<file path="src/rtl/demux_1to4_stream.sv">
// demux_1to4_stream: routes a valid/ready input stream to four output channels,
// each buffered by its own small FIFO. The target channel comes from in_sel
// (steered) or from a strictly rotating pointer (round-robin).
module demux_1to4_stream #(
    parameter int unsigned WIDTH = 8,
    parameter int unsigned DEPTH = 2
) (
    input  logic                 clk,
    input  logic                 rst,
    input  logic [WIDTH-1:0]     in_data,
    input  logic [1:0]           in_sel,
    input  logic                 in_mode,
    input  logic                 in_valid,
    output logic                 in_ready,
    output logic [4*WIDTH-1:0]   out_data,
    output logic [3:0]           out_valid,
    input  logic [3:0]           out_ready,
    output logic [1:0]           rr_ptr,
    output logic [15:0]          acc_count
);

    localparam int unsigned AW = $clog2(DEPTH);

    logic [WIDTH-1:0] mem  [4][DEPTH];
    logic [AW:0]      wptr [4];
    logic [AW:0]      rptr [4];
    logic [3:0]       full;
    logic [3:0]       empty;
    logic [3:0]       pop;
    logic [1:0]       target;
    logic             push;

    // FIFO status flags: extra pointer MSB distinguishes full from empty
    always_comb begin
        full  = '0;
        empty = '0;
        for (int i = 0; i < 4; i++) begin
            empty[i] = (wptr[i] == rptr[i]);
            full[i]  = (wptr[i][AW] != rptr[i][AW]) &&
                       (wptr[i][AW-1:0] == rptr[i][AW-1:0]);
        end
    end

    // Target selection and input handshake; in_ready never looks at in_valid
    always_comb begin
        target   = in_mode ? rr_ptr : in_sel;
        in_ready = ~full[target];
        push     = in_valid & in_ready;
    end

    // Output side: head word of each non-empty FIFO, zero when empty
    always_comb begin
        out_data  = '0;
        out_valid = ~empty;
        pop       = ~empty & out_ready;
        for (int i = 0; i < 4; i++) begin
            if (!empty[i]) begin
                out_data[i*WIDTH +: WIDTH] = mem[i][rptr[i][AW-1:0]];
            end
        end
    end

    // FIFO storage, pointers, rotation pointer and accept counter
    always_ff @(posedge clk or posedge rst) begin
        if (rst) begin
            for (int i = 0; i < 4; i++) begin
                wptr[i] <= '0;
                rptr[i] <= '0;
                for (int j = 0; j < int'(DEPTH); j++) begin
                    mem[i][j] <= '0;
                end
            end
            rr_ptr    <= 2'd0;
            acc_count <= 16'd0;
        end else begin
            for (int i = 0; i < 4; i++) begin
                if (pop[i]) begin
                    rptr[i] <= rptr[i] + (AW+1)'(1);
                end
                if (push && (target == 2'(i))) begin
                    mem[i][wptr[i][AW-1:0]] <= in_data;
                    wptr[i] <= wptr[i] + (AW+1)'(1);
                end
            end
            if (push) begin
                acc_count <= acc_count + 16'd1;
                if (in_mode) begin
                    rr_ptr <= rr_ptr + 2'd1;
                end
            end
        end
    end

endmodule

</file>
<file path="config.mk">
export PLATFORM = sky130hd
export DESIGN_NAME = demux_1to4_stream
export DESIGN_NICKNAME = d
export VERILOG_FILES = /design/src/rtl/demux_1to4_stream.sv
export SDC_FILE = /design/constraint.sdc
export NUM_CORES = 1
export LEC_CHECK = 0
export ABC_AREA = 1
export CAP_MARGIN = 20
export CELL_PAD_IN_SITES_DETAIL_PLACEMENT = 0
export CELL_PAD_IN_SITES_GLOBAL_PLACEMENT = 2
export CORE_ASPECT_RATIO = 0.6
export CORE_MARGIN = 3
export CORE_UTILIZATION = 34
export CTS_CLUSTER_DIAMETER = 30
export DETAILED_ROUTE_END_ITERATION = 6
export GPL_ROUTABILITY_DRIVEN = 0
export PLACE_DENSITY_LB_ADDON = 0.1
export SLEW_MARGIN = 25
export SYNTH_ARGS = -nofsm -noshare
export SYNTH_HDL_FRONTEND = slang
export SYNTH_SLANG_ARGS = --single-unit
</file>
<file path="constraint.sdc">
create_clock -name clk -period 6.1 [get_ports clk]
set_input_delay 0.61 -clock clk [delete_from_list [all_inputs] [get_ports clk]]
set_output_delay 0.61 -clock clk [all_outputs]
set_load 0.03 [all_outputs]
</file>
* Word-level counts from Yosys, hierarchy flattened
Index checks and enable logic that the tools add are counted.
** Word-level totals
- Flip-flop bits (word level) :: 98
- Input port bits :: 18
- Output and inout port bits :: 55
** Cells by class
- Add/sub/neg operators :: 10
- Magnitude comparators :: 13
- Equality and inequality tests :: 15
- Muxes and demuxes :: 31
- Bitwise gates (word level) :: 12
- Reductions and logical operators :: 14
** Operators by type and width (number)
- $mux 8 :: 20
- $bwmux 16 :: 4
- $demux 8 s1 :: 4
- $add 2x1->2 const B :: 9
- $add 16x1->16 const B :: 1
- $ge 2x2->1 const B :: 8
- $not 1->2 :: 8
- $logic_and 1x1->1 :: 12
- $eq 2x2->1 :: 4
- $lt 2x1->1 const B :: 4
- $and 4x4->4 :: 1
- $eq 1x1->1 :: 4
- $eq 2x2->1 const B :: 2
- $ne 1x1->1 :: 4
- $not 4->4 :: 1
- $lt 2x3->1 const B :: 1
- $bmux 1 s2 :: 1
- $eq 2x1->1 const B :: 1
- $logic_not 2->1 :: 1
- $mux 2 :: 1
- $reduce_and 2->1 :: 1
- $and 1x1->1 :: 1
- $mux 1 :: 1
- $not 1->1 :: 1

* Logic depth before layout (Yosys ltp)
Gate-level depths: netlist of the first run.
- Depth in word-level cells :: 7
- Depth in mapped cells :: 12

* Worst setup path before layout of the first run
Ideal clock, no wire load.
- Kind :: reg-to-output
- Start :: register wptr[2] (netlist bit)
- End :: output port out_data[16]
- Arrival :: 1.459 ns
- Data required time :: 5.490 ns
- Setup slack :: 4.031 ns
- Stages on the path, launching flop included :: 7
- Path buffers :: 1
- Cells stage by stage :: dfrtp_1 -> inv_1 -> clkbuf_1 -> nand2_1 -> nand2_1 -> nor2_2 -> a21oi_1
** On the way
- Word-level cells in the longest chain between the ends :: 2
** Ends and longest elaborated chain
- start: declaration :: line 25 : logic [AW:0] wptr [4];
- start signal: indexed assignment :: line 82 : wptr[i] <= wptr[i] + (AW+1)'(1);
- $eq 2x2->1 :: line 38 : empty[i] = (wptr[i] == rptr[i]);
- $mux 8 :: line 57 : if (!empty[i]) begin
- end: declaration :: line 15 : output logic [4*WIDTH-1:0] out_data,
Every way passes these cells.

* Final worst setup path of the first run
- Start :: input port in_mode
- End :: output port in_ready
** On the way
- Word-level cells in the longest chain between the ends :: 4
** Ends and longest elaborated chain
- start: declaration :: line 12 : input logic in_mode,
- $mux 2 :: line 46 : target = in_mode ? rr_ptr : in_sel;
- $bmux 1 s2 :: line 47 : in_ready = ~full[target];
- $mux 1 (not written as such) :: line 47
- $not 1->1 :: line 47
- end: declaration :: line 14 : output logic in_ready,
Every way passes these cells. The select of a mux whose other input is x is not followed.

==> results of run 1 <==
==> layer usage <==
metal | track usage | wire (um)
met1 | 0.264 | 7810
met2 | 0.267 | 6360
met3 | 0.0330 | 474
met4 | 0.0289 | 124
met5 | 0 | 0
==> sequential cells by signal, summed over array words and instances, names as in the netlist <==
register	count
mem	64
acc_count	16
rptr	8
wptr	8
rr_ptr	2
==> cell families (layout without fill, tap and decap cells) <==
| group | after synthesis | in the layout | share of synthesized area |
|---|---|---|---|
| AND/OR/NAND/NOR | 407 | 407 | 0.323 |
| flip-flops | 98 | 98 | 0.461 |
| AO/OA/AOI/OAI | 84 | 84 | 0.0941 |
| XOR/XNOR | 17 | 17 | 0.0280 |
| adder cells (fa/ha/maj) | 1 | 1 | 0.00235 |
| buffers and inverters | 114 | 166 | 0.0913 |
==> worst max path at each step <==
| stage | start | to | slack, ps |
|---|---|---|---|
| 4_1_cts | in_mode | in_ready | 2410 |
| 2_1_floorplan | rst | acc_count[0] | 2930 |
| 3_5_place_dp | in_mode | in_ready | 2410 |
| 3_3_place_gp | in_mode | in_ready | 2470 |
| 6_report | in_mode | in_ready | 2400 |
| 5_1_grt | in_mode | in_ready | 2250 |
==> critical path: cells and delay by family <==
kind / cells / cell delay (ps)
buf+inv: 4 / 1720
simple gates: 6 / 750
==> placed cells by master, fill, tap and decap left out, types with 3 or more instances in the layout <==
master and count:
nor3_1 3, o21ai_0 10, a21oi_1 37, o21bai_1 32, nor2_2 3, nor2_1 62, nand3_1 8, nand4_2 4
clkbuf_16 9, nand4_1 41, xnor2_1 8, xor2_1 9, dfrtp_1 98, inv_1 72, nand2_1 279, o21ai_1 5
clkdlybuf4s50_1 72
==> where the power goes <==
group / internal, mW / total [mW] / switching, mW
clock: 0.301 / 0.556 / 0.256
combinational: 0.772 / 2.05 / 1.28
sequential: 0.939 / 1.23 / 0.288
==> metrics by stage <==
step | std cells | total power [mW] | util | hold WS (ps) | instance area [um2]
6_report | 971 | 3.84 | 0.430 | 481 | 6400
5_1_grt | 971 | 4.15 | 0.430 | 502 | 6400
4_1_cts | 971 | 3.88 | 0.430 | 485 | 6400
3_5_place_dp | 955 | 3.30 | 0.411 | 467 | 6120
3_3_place_gp | 954 | 3.26 | 0.410 | 465 | 6100
2_1_floorplan | 721 | 2.57 | - | 450 | 5320
==> cell type report <==
cell class              count  area, um2  area share
clock inverters             3       23.8     0.00371
flip-flops and latches     98       2450       0.383
repair buffers             75        756       0.118
inverters                  75        283      0.0441
clock buffers              13        260      0.0406
well taps                 198        248      0.0387
multi-input cells         509       2380       0.372
==> flow_summary_export.csv, run 1 <==
group,metric,value,unit
clocking,insertion_delay,340,ps
logic_synthesis,synth_cells,721,
setup_path,cp.arrival,3090,ps
global_routing,grt_overflow,0,
logic_synthesis,synth_area,0.00532,mm2
hold_path,hold_start,"mem[15]",
clocking,clock_sinks,98,
detailed_routing,vias,4682,
floorplan,start_util,0.357,
logic_synthesis,netlist-cell-type-count,28,
setup_path,crit_type,"input pin to output port",
floorplan,row_count,34,
power,ir_drop,0.336,mV
floorplan,coreArea,0.0149,mm2
logic_synthesis,netlist_top_cells_area,"dfrtp_1 46%, nand2_1 20%, inv_1 5.2%",
setup_path,rrSetupSlack,2750,ps
logic_synthesis,synth_edf_count,0,
sta,rsz0062_at_grt,"false",
logic_synthesis,synth.net_count,740,
clocking,hold_buffers,0,
clocking,cts_tree,"built",
setup_path,r2r-end,"mem[55]",
final_layout,drive_above_1_share,0.0414,
setup_path,slowest_stage,"clkdlybuf4s50_1",
setup_path,worst-path-max-fanout,21,
sta,final-max-slew-violation-count,0,
clocking,post-cts-setup-buffer-count,0,
sta,hold_violations,0,
global_routing,grt_max_degree,59,
clocking,cts_max_path_buffers,2,
final_layout,final_net_count,787,
logic_synthesis,syn-mean-instance-area,7.38,um2
global_routing,grt_pass1_vias,4407,
logic_synthesis,synth_commonest_cells,"279 x nand2_1, 98 x dfrtp_1, 73 x inv_1, 62 x nor2_1, 41 x nand4_1",
detailed_routing,finalWirelength,14.8,mm
setup_path,rr_worst_depth,10,
detailed_routing,drtPass1Iterations,4,
sta,relSlewSlack,0.404,
final_layout,fillers,1541,
final_layout,antennaDiodeCount,0,
global_routing,grt_usage,0.175,
logic_synthesis,synth_seq_cells,98,
logic_synthesis,post-synth-top-count-cell,"nand2_1",
final_layout,syn_to_final_growth,20.4,%
run,drv_cap,0,
run_status,status,"finished clean",
floorplan,io_pins,73,
logic_synthesis,yosysTopAreaCellShare,0.461,
setup_path,max_stage_delay,720,ps
power,p_per_area,599,mW/mm2
detailed_routing,vias_per_cell,4.82,
clocking,cts_made_buffers,9,
sta,clock_skew,8.98,ps
floorplan,die-height,103,um
detailed_routing,postRouteAntennaNets,0,
logic_synthesis,ys_seq_area_frac,0.461,
logic_synthesis,synth.largest_area_cell,"dfrtp_1",
placement,place.port_buffers,72,
clocking,path_clk_slew,70,ps
sta,setup_tns,0,ps
clocking,clock-root-buffer,"clkbuf_16",
setup_path,timing.rr.start,"wptr[4]",
power,p_leak,3.15,nW
sta,finalSetupViolations,0,
placement,hpwl,9.96,mm
setup_path,worst_ep_required_time,5490,ps
floorplan,fp.dieArea,0.0172,mm2
setup_path,path_common_cell,"nand2_1",
setup_path,crit_chain,"clkdlybuf4s50_1, inv_2, nand2_1, nand2_1, nand2_1, inv_1, nand2_1, nand2_1, nor2_4, clkdlybuf4s50_1",
sta,period_needed,3700,ps
detailed_routing,dr.first_iter.drc_count,320,
logic_synthesis,async_flop_share,1.00,
global_routing,antenna_found_initial,0,
sta,post-route-period-util,0.606,
sta,fin_ws,2400,ps
placement,pre_cts_ws,2410,ps
hold_path,whs_endpoint,"mem[15]",
clocking,htreeDepth,3,
setup_path,worstSetupStartpointType,"input pin",
logic_synthesis,synth_flop_cell,"dfrtp_1",
sta,max_freq,271,MHz
sta,worst_pin_slew,892,ps
global_routing,grt_pass1_wl,24.0,mm
detailed_routing,route.detailed.wl_per_inst,15.2,um
hold_path,whs_path_depth,2,
hold_path,holdCritPathClass,"flop to flop",
detailed_routing,drcViolationCount,0,
floorplan,die_w,167,um
logic_synthesis,yosys_warnings,0,
clocking,cts_resized,0,
setup_path,worstSetupEndpointType,"output port",
No activity file was read; power rests on OpenSTA's default activity.
==> inputs of run 2 (changes only) <==
--- a/config.mk
+++ b/config.mk
@@ -11,7 +11,7 @@
 export CELL_PAD_IN_SITES_GLOBAL_PLACEMENT = 2
 export CORE_ASPECT_RATIO = 0.6
 export CORE_MARGIN = 3
-export CORE_UTILIZATION = 34
+export CORE_UTILIZATION = 28
 export CTS_CLUSTER_DIAMETER = 30
 export DETAILED_ROUTE_END_ITERATION = 6
 export GPL_ROUTABILITY_DRIVEN = 0
==> constraint.sdc (replaced) <==
create_clock -name clk -period 3 [get_ports clk]
set_input_delay 0.3 -clock clk [delete_from_list [all_inputs] [get_ports clk]]
set_output_delay 0.3 -clock clk [all_outputs]
set_load 0.03 [all_outputs]
==> run 2 against run 1 <==
Combinational power grew 120%; sequential power grew 90%; register-to-register slack lost 2100 ps; routed wire length grew 8.0%; worst hold slack lost 180 ps; largest cell class unchanged; highest routed layer unchanged.
==> flow_summary_export.csv, run 2 (synthesis gave the netlist of run 1 again) <==
group,metric,value,unit
clocking,cts_resized,1,
floorplan,row_count,38,
sta,fin_ws,153,ps
final_layout,final_net_count,805,
sta,finalSetupViolations,0,
clocking,clock_sinks,98,
clocking,htreeDepth,3,
final_layout,regMostFlops,"mem",
global_routing,grt_overflow,0,
setup_path,r2r-end,"mem[34]",
clocking,path_clk_slew,70,ps
sta,rsz0062_at_grt,"false",
final_layout,top_regs,"mem: 64 flops, acc_count: 16 flops",
global_routing,grt_pass1_vias,4597,
clocking,post-cts-setup-buffer-count,0,
sta,worst_pin_slew,654,ps
run,drv_cap,0,
final_layout,largest_register_ffs,64,
global_routing,grt_usage,0.159,
run_status,status,"finished clean",
global_routing,grt_max_degree,55,
sta,post-route-period-util,0.949,
clocking,clock-root-buffer,"clkbuf_16",
clocking,cts_tree,"built",
placement,place.port_buffers,72,
floorplan,die_w,184,um
final_layout,final_cell_mix,"279 x nand2_1, 97 x dfrtp_1, 72 x inv_1",
detailed_routing,vias_per_cell,4.57,
sta,period_needed,2850,ps
detailed_routing,drtPass1Iterations,4,
clocking,insertion_delay,340,ps
power,ir_drop,0.553,mV
detailed_routing,dr.first_iter.drc_count,263,
setup_path,timing.rr.start,"wptr[4]",
sta,max_freq,351,MHz
final_layout,layout_commonest_cell,"nand2_1",
setup_path,worstSetupEndpointType,"output port",
detailed_routing,vias,4713,
setup_path,rrSetupSlack,640,ps
placement,pre_cts_ws,335,ps
sta,setup_tns,0,ps
hold_path,holdCritPathClass,"input pin to asynchronous set/reset pin",
sta,hold_violations,0,
floorplan,io_pins,73,
final_layout,drive_above_1_share,0.0657,
clocking,hold_buffers,0,
sta,final-max-slew-violation-count,0,
final_layout,antennaDiodeCount,0,
power,p_leak,3.24,nW
power,p_per_area,1220,mW/mm2
floorplan,fp.dieArea,0.0207,mm2
detailed_routing,postRouteAntennaNets,0,
power,power,8.04,mW
setup_path,worst-path-max-fanout,13,
sta,clock_skew,7.34,ps
final_layout,fillers,1922,
detailed_routing,drcViolationCount,0,
setup_path,cp.arrival,2550,ps
final_layout,syn_to_final_growth,24.1,%
placement,hpwl,10.9,mm
global_routing,antenna_found_initial,0,
setup_path,worstSetupStartpoint,"wptr[4]",
floorplan,start_util,0.290,
setup_path,rr_worst_depth,11,
global_routing,grt_pass1_wl,25.8,mm
detailed_routing,route.detailed.wl_per_inst,15.5,um
setup_path,crit_type,"flop to output port",
detailed_routing,finalWirelength,16.0,mm
setup_path,worst_ep_required_time,2700,ps
sta,relSlewSlack,0.562,
floorplan,die-height,113,um
setup_path,worstSetupStartpointType,"flop",
clocking,cts_max_path_buffers,2,
floorplan,coreArea,0.0184,mm2
clocking,cts_made_buffers,9,
==> run 2: cell type report <==
class,instances,area (um2),share of cell area
inverters,75,284,0.0430
clock inverters,5,62.6,0.00947
repair buffers,93,888,0.135
well taps,240,300,0.0455
clock buffers,11,233,0.0352
flip-flops and latches,98,2450,0.372
multi-input cells,509,2380,0.361
==> run 2: power breakdown <==
group / internal (mW) / total (mW) / switching (mW)
combinational: 1.68 / 4.50 / 2.82
sequential: 1.91 / 2.34 / 0.427
clock: 0.655 / 1.20 / 0.544
==> run 2: worst max-delay path by stage <==
stage	end	slack, ps	cells past startpoint
after floorplan	acc_count[0]	140	1
after global placement	out_data[10]	370	7
after detailed placement	out_data[10]	330	7
after CTS	out_data[10]	150	7
after global routing	out_data[15]	40	7
final	out_data[10]	150	7
==> run 2: critical path, stage by stage, from the launching register on <==
cell,delay (ps)
dfrtp_2,520
inv_1,270
nand2_1,120
nand2_1,50
nor2_1,370
buf_4,230
nor2_1,60
clkdlybuf4s50_1,590
==> run 2: through the flow <==
stage | instances | instance area (um2) | hold slack [ps] | utilization
3_5_place_dp | 1015 | 6310 | 466 | 0.344
5_1_grt | 1031 | 6600 | 343 | 0.360
2_1_floorplan | 721 | 5320 | 445 | -
4_1_cts | 1031 | 6600 | 310 | 0.360
3_3_place_gp | 1015 | 6310 | 466 | 0.344
6_report | 1031 | 6600 | 302 | 0.360
==> run 2: layer usage <==
metal	vias up	global-route usage	wire, um
li1	2394	-	-
met1	2240	0.250	8680
met2	77	0.225	6650
met3	2	0.0324	575
met4	0	0.0272	46
met5	-	0	0
==> inputs of run 3 (changes only) <==
--- a/config.mk
+++ b/config.mk
@@ -7,15 +7,12 @@
 export LEC_CHECK = 0
 export ABC_AREA = 1
 export CAP_MARGIN = 20
-export CELL_PAD_IN_SITES_DETAIL_PLACEMENT = 0
-export CELL_PAD_IN_SITES_GLOBAL_PLACEMENT = 2
 export CORE_ASPECT_RATIO = 0.6
 export CORE_MARGIN = 3
-export CORE_UTILIZATION = 28
+export CORE_UTILIZATION = 40
 export CTS_CLUSTER_DIAMETER = 30
 export DETAILED_ROUTE_END_ITERATION = 6
 export GPL_ROUTABILITY_DRIVEN = 0
-export PLACE_DENSITY_LB_ADDON = 0.1
 export SLEW_MARGIN = 25
 export SYNTH_ARGS = -nofsm -noshare
 export SYNTH_HDL_FRONTEND = slang
==> run 3 against run 2 <==
Combinational power fell by 3%; maximum frequency rose by 1.9%; sequential power barely moved; core utilization rose by 16 points; total power fell by 0.24%; critical path type unchanged.
==> flow_summary_export.csv, run 3 (synthesis gave the netlist of run 1 again) <==
group,metric,value,unit
run_status,status,"finished clean",
setup_path,slowest_stage,"clkdlybuf4s50_1",
final_layout,antennaDiodeCount,0,
floorplan,row_count,31,
detailed_routing,vias_per_cell,4.93,
floorplan,coreArea,0.0125,mm2
setup_path,timing.rr.start,"wptr[4]",
final_layout,syn_to_final_growth,22.5,%
sta,rsz0062_at_grt,"false",
setup_path,crit_type,"flop to output port",
floorplan,die-height,95.3,um
clocking,clock-root-buffer,"clkbuf_16",
sta,max_freq,358,MHz
detailed_routing,drcViolationCount,0,
sta,finalSetupViolations,0,
power,p_per_area,1230,mW/mm2
sta,setup_tns,0,ps
sta,final-max-slew-violation-count,0,
detailed_routing,finalWirelength,13.7,mm
power,p_leak,3.25,nW
clocking,path_clk_slew,70,ps
power,power,8.03,mW
sta,post-route-period-util,0.931,
setup_path,worstSetupStartpointType,"flop",
final_layout,largest_register_ffs,64,
final_layout,final_core_util,0.520,
setup_path,worst-path-max-fanout,13,
global_routing,grt_usage,0.189,
global_routing,grt_pass1_vias,4388,
clocking,insertion_delay,350,ps
sta,relSlewSlack,0.603,
detailed_routing,vias,4689,
final_layout,final_cell_mix,"279 x nand2_1, 97 x dfrtp_1, 72 x inv_1, 72 x clkdlybuf4s50_1, 62 x nor2_1",
clocking,post-cts-setup-buffer-count,0,
clocking,cts_max_path_buffers,2,
final_layout,top_regs,"mem: 64 flops, acc_count: 16 flops",
floorplan,fp.dieArea,0.0148,mm2
setup_path,worst_ep_required_time,2700,ps
clocking,htreeDepth,3,
sta,whs,389,ps
hold_path,holdCritPathClass,"input pin to asynchronous set/reset pin",
floorplan,die_w,155,um
sta,worst_pin_slew,593,ps
setup_path,rr_worst_depth,10,
setup_path,cp.arrival,2490,ps
placement,hpwl,9.37,mm
final_layout,final_net_count,800,
clocking,clock_sinks,98,
final_layout,drive_above_1_share,0.0611,
clocking,cts_tree,"built",
power,ir_drop,0.803,mV
sta,fin_ws,206,ps
global_routing,antenna_found_initial,0,
detailed_routing,dr.first_iter.drc_count,235,
detailed_routing,route.detailed.wl_per_inst,14.4,um
final_layout,regMostFlops,"mem",
detailed_routing,drtPass1Iterations,4,
detailed_routing,postRouteAntennaNets,0,
setup_path,crit_chain,"inv_1, nand2_1, nand2_1, nand2_1, inv_1, nand2_1, nand2_1, nor2_4, clkdlybuf4s50_1",
clocking,hold_buffers,0,
placement,pre_cts_ws,314,ps
setup_path,path_common_cell,"nand2_1",
sta,clock_skew,9.38,ps
setup_path,worstSetupEndpointType,"output port",
setup_path,max_stage_delay,670,ps
run,drv_cap,0,
global_routing,grt_max_degree,99,
placement,place.port_buffers,72,
setup_path,rrSetupSlack,530,ps
floorplan,io_pins,73,
floorplan,start_util,0.425,
setup_path,r2r-end,"mem[38]",
clocking,cts_made_buffers,9,
sta,hold_violations,0,
global_routing,grt_pass1_wl,22.2,mm
sta,period_needed,2790,ps
global_routing,grt_overflow,0,
final_layout,layout_commonest_cell,"nand2_1",
-- run 3: cell count changes in the layout (fill, tap and decap cells not counted), sizes merged --
cell           previous run  this run
clkinv                    0         3
clkdlybuf4s50            71        72
inv                      77        76
clkbuf                   11        10
buf                      22        16
clkinvlp                  2         0
bufinv                    1         2
-- run 3: critical path, delay by kind of cell (launching register included) --
family,cells,cell delay (ps)
AND/OR/NAND/NOR,6,540
flip-flops,1,620
buffers and inverters,3,970
-- run 3: metal layers --
layer / GRT usage / part of all wire
met1: 0.275 / 0.51
met2: 0.294 / 0.44
met3: 0.0404 / 0.038
met4: 0.0397 / 0.0079
met5: 0 / 0
-- run 3: metrics by stage --
| stage | cells | instance area, um2 |
|---|---|---|
| 2_1_floorplan | 721 | 5320 |
| 3_3_place_gp | 935 | 6190 |
| 3_5_place_dp | 935 | 6190 |
| 4_1_cts | 951 | 6520 |
| 5_1_grt | 951 | 6520 |
| 6_report | 951 | 6520 |
-- run 3: final cells by class --
class,instances,area (um2)
fill,1189,6010
sequential,98,2450
multi-input combinational,509,2380
timing repair buffer,88,866
inverter,75,283
clock buffer,10,239
tap,165,206
clock inverter,6,87.6
-- run 3: timing repair --
item / 4_1_cts / 5_1_grt
setup endpoints to repair: 0 / 10
hold endpoints to repair: 0 / 0
gates resized for setup: 0 / 1
-- run 3: worst max path at each step --
stage               startpoint  cells past startpoint            to
finish                 wptr[4]                      9      in_ready
CTS                    wptr[0]                      6  out_data[26]
global placement       in_mode                     10      in_ready
floorplan                  rst                      1  acc_count[0]
global route           wptr[6]                      6  out_valid[0]
detailed placement     in_mode                     10      in_ready
-- run 3: where the power goes --
group          switching (mW)  internal (mW)
Combinational            2.71           1.67
Sequential              0.458           1.91
Clock                   0.519          0.757
==> variant 1 (flow settings as in run 1) <==
Register the output `acc_count` once more; this adds one clock of latency there. The other outputs are not delayed to match.
--- a/src/rtl/demux_1to4_stream.sv
+++ b/src/rtl/demux_1to4_stream.sv
@@ -21,4 +21,6 @@
 
     localparam int unsigned AW = $clog2(DEPTH);
+
+    logic [15:0] acc_count_s0;
 
     logic [WIDTH-1:0] mem  [4][DEPTH];
@@ -72,5 +74,5 @@
             end
             rr_ptr    <= 2'd0;
-            acc_count <= 16'd0;
+            acc_count_s0 <= 16'd0;
         end else begin
             for (int i = 0; i < 4; i++) begin
@@ -84,5 +86,5 @@
             end
             if (push) begin
-                acc_count <= acc_count + 16'd1;
+                acc_count_s0 <= acc_count_s0 + 16'd1;
                 if (in_mode) begin
                     rr_ptr <= rr_ptr + 2'd1;
@@ -92,4 +94,8 @@
     end
 
+    always_ff @(posedge clk) begin
+        acc_count <= acc_count_s0;
+    end
+
 endmodule
 
Formal check against the unedited RTL: not equivalent (a bounded check fails within 4 cycles, from zero or initial values and one cycle with rst high).
==> variant 1 against run 1 <==
  * Total power grew 18%
  * Wire length is 7.7% higher
  * Worst setup slack better by 0.073 ns
  * Worst hold slack got worse by 0.084 ns
  * Clock skew grew 0.0036 ns
  * Synthesized area rose by 6.4%
  * Sequential power increased by 11%
  * Largest cell class unchanged
  * Cell area is 11% higher
  * Highest routed layer unchanged
  * Register-to-register slack gained 0.06 ns
  * Sequential cell count increased by 16
==> variant 1: results (changes against run 1) <==
- The first-pass GRT wire length is 26200 µm (was 24000 µm).
- The critical-path cell with the highest stage delay is dfrtp_1 (was clkdlybuf4s50_1).
- The number of fillers in the final layout is 1550 (was 1541).
- The peak fanout along the critical path was 12 (was 21).
- The relative slew slack is 37.8% (was 40.4%).
- The iteration-0 DRC count of the detailed router is 400 (was 320).
- The sequential power was 1360 µW (was 1230 µW).
- The number of instances in the placed design is 992 (was 955).
- The final critical delay including setup and external delays came to 3.62 ns (was 3.70 ns).
- The synthesized area divided by synthesized cell count is 7.70 µm² (was 7.38 µm²).
- The final clock skew is 0.0126 ns (was 0.00898 ns).
- The source of the worst register-to-register timing path is wptr[6] (was wptr[4]).
- The post-placement cell area came to 6480 µm² (was 6120 µm²).
- The switching power share of the total was 44.0% (was 47.6%).
- The worst setup path startpoint is rptr[2] (was in_mode).
- The post-placement worst setup slack is 2.53 ns (was 2.41 ns).
- The fraction of synthesis flops using an asynchronous set or reset pin is 86.0% (was 100%).
- The share of layout cells above drive strength 1 was 6.60% (was 4.14%).
- The power density over cell area is 634 nW/µm² (was 599 nW/µm²).
- The detailed-placement wirelength estimate came to 10700 µm (was 9960 µm).
- The average wire length per cell after detail routing is 15.5 µm (was 15.2 µm).
- The static power due to leakage is 0.00343 µW (was 0.00315 µW).
- The net count after synthesis came to 754 (was 740).
- Result of the run: finished clean (unchanged).
- Largest registers: mem x64, acc_count x16, acc_count_s0 x16 (was mem x64, acc_count x16).
==> variant 1: cell count changes after synthesis, moves of 2 or more <==
cell      change
dfxtp_1      +16
nor3_1        +5
nand2_1       -4
nor2_1        -4
o21ai_0       +4
o21bai_1      -4
o21bai_2      +4
buf_2         +3
buf_6         +3
clkbuf_1      -3
o21ai_1       -3
buf_4         -2
nand3_1       +2
xor2_1        +2
==> variant 1: area by class of cell <==
class	instances	share of cell area (%)
clock buffers	19	6.36
clock inverters	13	2.44
repair buffers	76	10.9
flip-flops and latches	114	38.9
well taps	222	3.90
multi-input cells	505	33.4
inverters	76	4.04
==> variant 1: logic make-up after synthesis <==
| group | after synthesis | share of synthesized area, % |
|---|---|---|
| DFF | 114 | 49.0 |
| and+or+nand+nor | 402 | 29.9 |
| AOI/OAI and AO/OA | 84 | 9.11 |
| buffers and inverters | 116 | 9.04 |
| adders and majority gates | 1 | 0.221 |
| xor gates and xnor gates | 18 | 2.79 |
==> variant 1: worst min path at each step <==
stage                          start            end  slack, ns  cells past startpoint
floorplan            acc_count_s0[4]   acc_count[4]       0.36                      0
global placement     acc_count_s0[4]   acc_count[4]       0.38                      0
detailed placement   acc_count_s0[4]   acc_count[4]       0.39                      0
CTS                 acc_count_s0[14]  acc_count[14]       0.40                      0
global route        acc_count_s0[13]  acc_count[13]       0.41                      0
finish               acc_count_s0[4]   acc_count[4]       0.40                      0
==> variant 1: per-layer routing <==
layer  vias to the layer above  global-route usage, %  wire length [µm]
li1                       2425                      -                 -
met1                      2295                   27.9              8730
met2                       107                   25.0              6360
met3                        16                   3.68               614
met4                         0                   5.38               196
met5                         -                      0                 0
==> variant 1: critical path: cells and delay by family, from the launching register on <==
kind	cells	cell delay [ns]
buf+inv	3	1.14
flops	1	0.65
simple gates	3	0.79
==> variant 2 (flow settings as in run 1) <==
Made on the original files. The parameter `WIDTH` goes from 8 to 9.
--- a/src/rtl/demux_1to4_stream.sv
+++ b/src/rtl/demux_1to4_stream.sv
@@ -3,5 +3,5 @@
 // (steered) or from a strictly rotating pointer (round-robin).
 module demux_1to4_stream #(
-    parameter int unsigned WIDTH = 8,
+    parameter int unsigned WIDTH = 9,
     parameter int unsigned DEPTH = 2
 ) (
Interface: changed (resized in_data and out_data); port bits go from 73 to 78. The function was not compared with the original's and may differ.
==> variant 2 against run 1 <==
  * Critical endpoint is now out_valid[0]
  * Clock skew is 0.0043 ns higher
  * Global-route usage is 0.49 points higher
  * Clock power is 8.1% higher
  * Critical path depth is 4 lower
  * First-iteration DRC count is 7.2% lower
  * Synthesized area is 8.5% higher
  * Total power is 9.4% higher
  * Worst setup slack better by 0.13 ns
  * Non-clock buffer count is 5 higher
  * Sequential cell count is 8 higher
  * Wire length is 8.2% higher
  * Cell area is 9.5% higher
==> variant 2: results (changes against run 1) <==
- The total routing resource utilization after global routing is 18.0% (was 17.5%).
- The iteration-0 DRC count of the detailed router came to 297 (was 320).
- The number of fillers in the final layout was 1674 (was 1541).
- The start point of the worst hold path is mem[5] (was mem[15]).
- The worst setup path startpoint is wptr[6] (was in_mode).
- The number of search-and-repair iterations in the first detailed-routing pass came to 6 (was 4).
- Largest cells by area after synthesis: dfrtp_1 (46%), nand2_1 (19%), inv_1 (5.1%) (was dfrtp_1 (46%), nand2_1 (20%), inv_1 (5.2%)).
- The first-pass GRT wire length was 26700 µm (was 24000 µm).
- The register-to-register path setup slack is 3.10 ns (was 2.75 ns).
- The transition time at the pin with the least slew margin was 0.724 ns (was 0.892 ns).
- The delay of the slowest cell on the worst path came to 0.69 ns (was 0.72 ns).
- The share of layout cells above drive strength 1 is 5.56% (was 4.14%).
- The via count is 4959 (was 4682).
- The count of buffers inserted at the top-level ports is 77 (was 72).
- Result of the run: finished clean (unchanged).
- Ranking of synthesized cells by instance count: nand2_1 (293), dfrtp_1 (106), inv_1 (78) (was nand2_1 (279), dfrtp_1 (98), inv_1 (73)).
- The share of the synthesized area in compound gates (AO/OA/AOI/OAI) is 9.45% (was 9.41%).
- The post-placement worst setup slack is 2.60 ns (was 2.41 ns).
- The peak fanout along the critical path was 14 (was 21).
- The share of the yosys chip area belonging to registers is 45.9% (was 46.1%).
- The endpoint of the worst hold-timing path is mem[5] (was mem[15]).
- The final clock skew was 0.0132 ns (was 0.00898 ns).
- The number of global-route vias before repair is 4926 (was 4407).
- The endpoint arrival time on the critical path came to 2.95 ns (was 3.09 ns).
- The critical-path cell with the highest stage delay is dfrtp_1 (was clkdlybuf4s50_1).
- The maximum number of pins on one net before global-route repair is 57 (was 59).
- The synthesized-area fraction occupied by adder cells is 0.217% (was 0.235%).
==> variant 2: cell count changes after synthesis, moves of 5 or more <==
cell      before  now
buf_4          5    0
nand2_1      279  293
clkbuf_1      12   17
inv_1         73   78
dfrtp_1       98  106
nor2_2         3    8
buf_2          5   11
==> variant 2: report_power, final <==
group	internal (µW)	total, µW	switching [µW]
sequential	1020	1320	303
clock	332	601	269
combinational	862	2280	1410
total	2210	4200	1990
==> variant 2: worst reg2reg max path, stage by stage (launching register included) <==
cell	delay, ns
dfrtp_1	0.69
inv_1	0.39
nand2_1	0.16
nand2_1	0.06
nand2_1	0.09
nor2_1	0.07
nor2_2	0.13
nand4_2	0.54
nor2_2	0.60
nand2_1	0.11
nand2_1	0.09
==> variant 2: cell type report <==
cell class                      count  share of cell area (%)
Sequential cell                   106                    37.8
Clock buffer                       10                    3.41
Clock inverter                      5                   0.874
Tap cell                          228                    4.07
Multi-Input combinational cell    545                    37.6
Inverter                           81                    4.37
Timing Repair Buffer               80                    11.9
==> variant 2: through the flow <==
step | hold WS [ns] | cell area, µm² | util [%] | instances | total power, µW
after floorplan | 0.449 | 5770 | - | 773 | 2800
after global placement | 0.463 | 6660 | 40.5 | 1038 | 3560
after detailed placement | 0.467 | 6710 | 40.8 | 1040 | 3620
after CTS | 0.488 | 7010 | 42.7 | 1055 | 4240
after global routing | 0.511 | 7010 | 42.7 | 1055 | 4550
final | 0.485 | 7010 | 42.7 | 1055 | 4200
==> variant 2: metal layers <==
layer | vias to the layer above | wire length [µm] | global-route usage [%]
met5 | - | 0 | 0
met1 | 2338 | 8500 | 27.0
met2 | 87 | 6760 | 27.0
met3 | 9 | 628 | 3.64
met4 | 0 | 99 | 3.27
li1 | 2525 | - | -
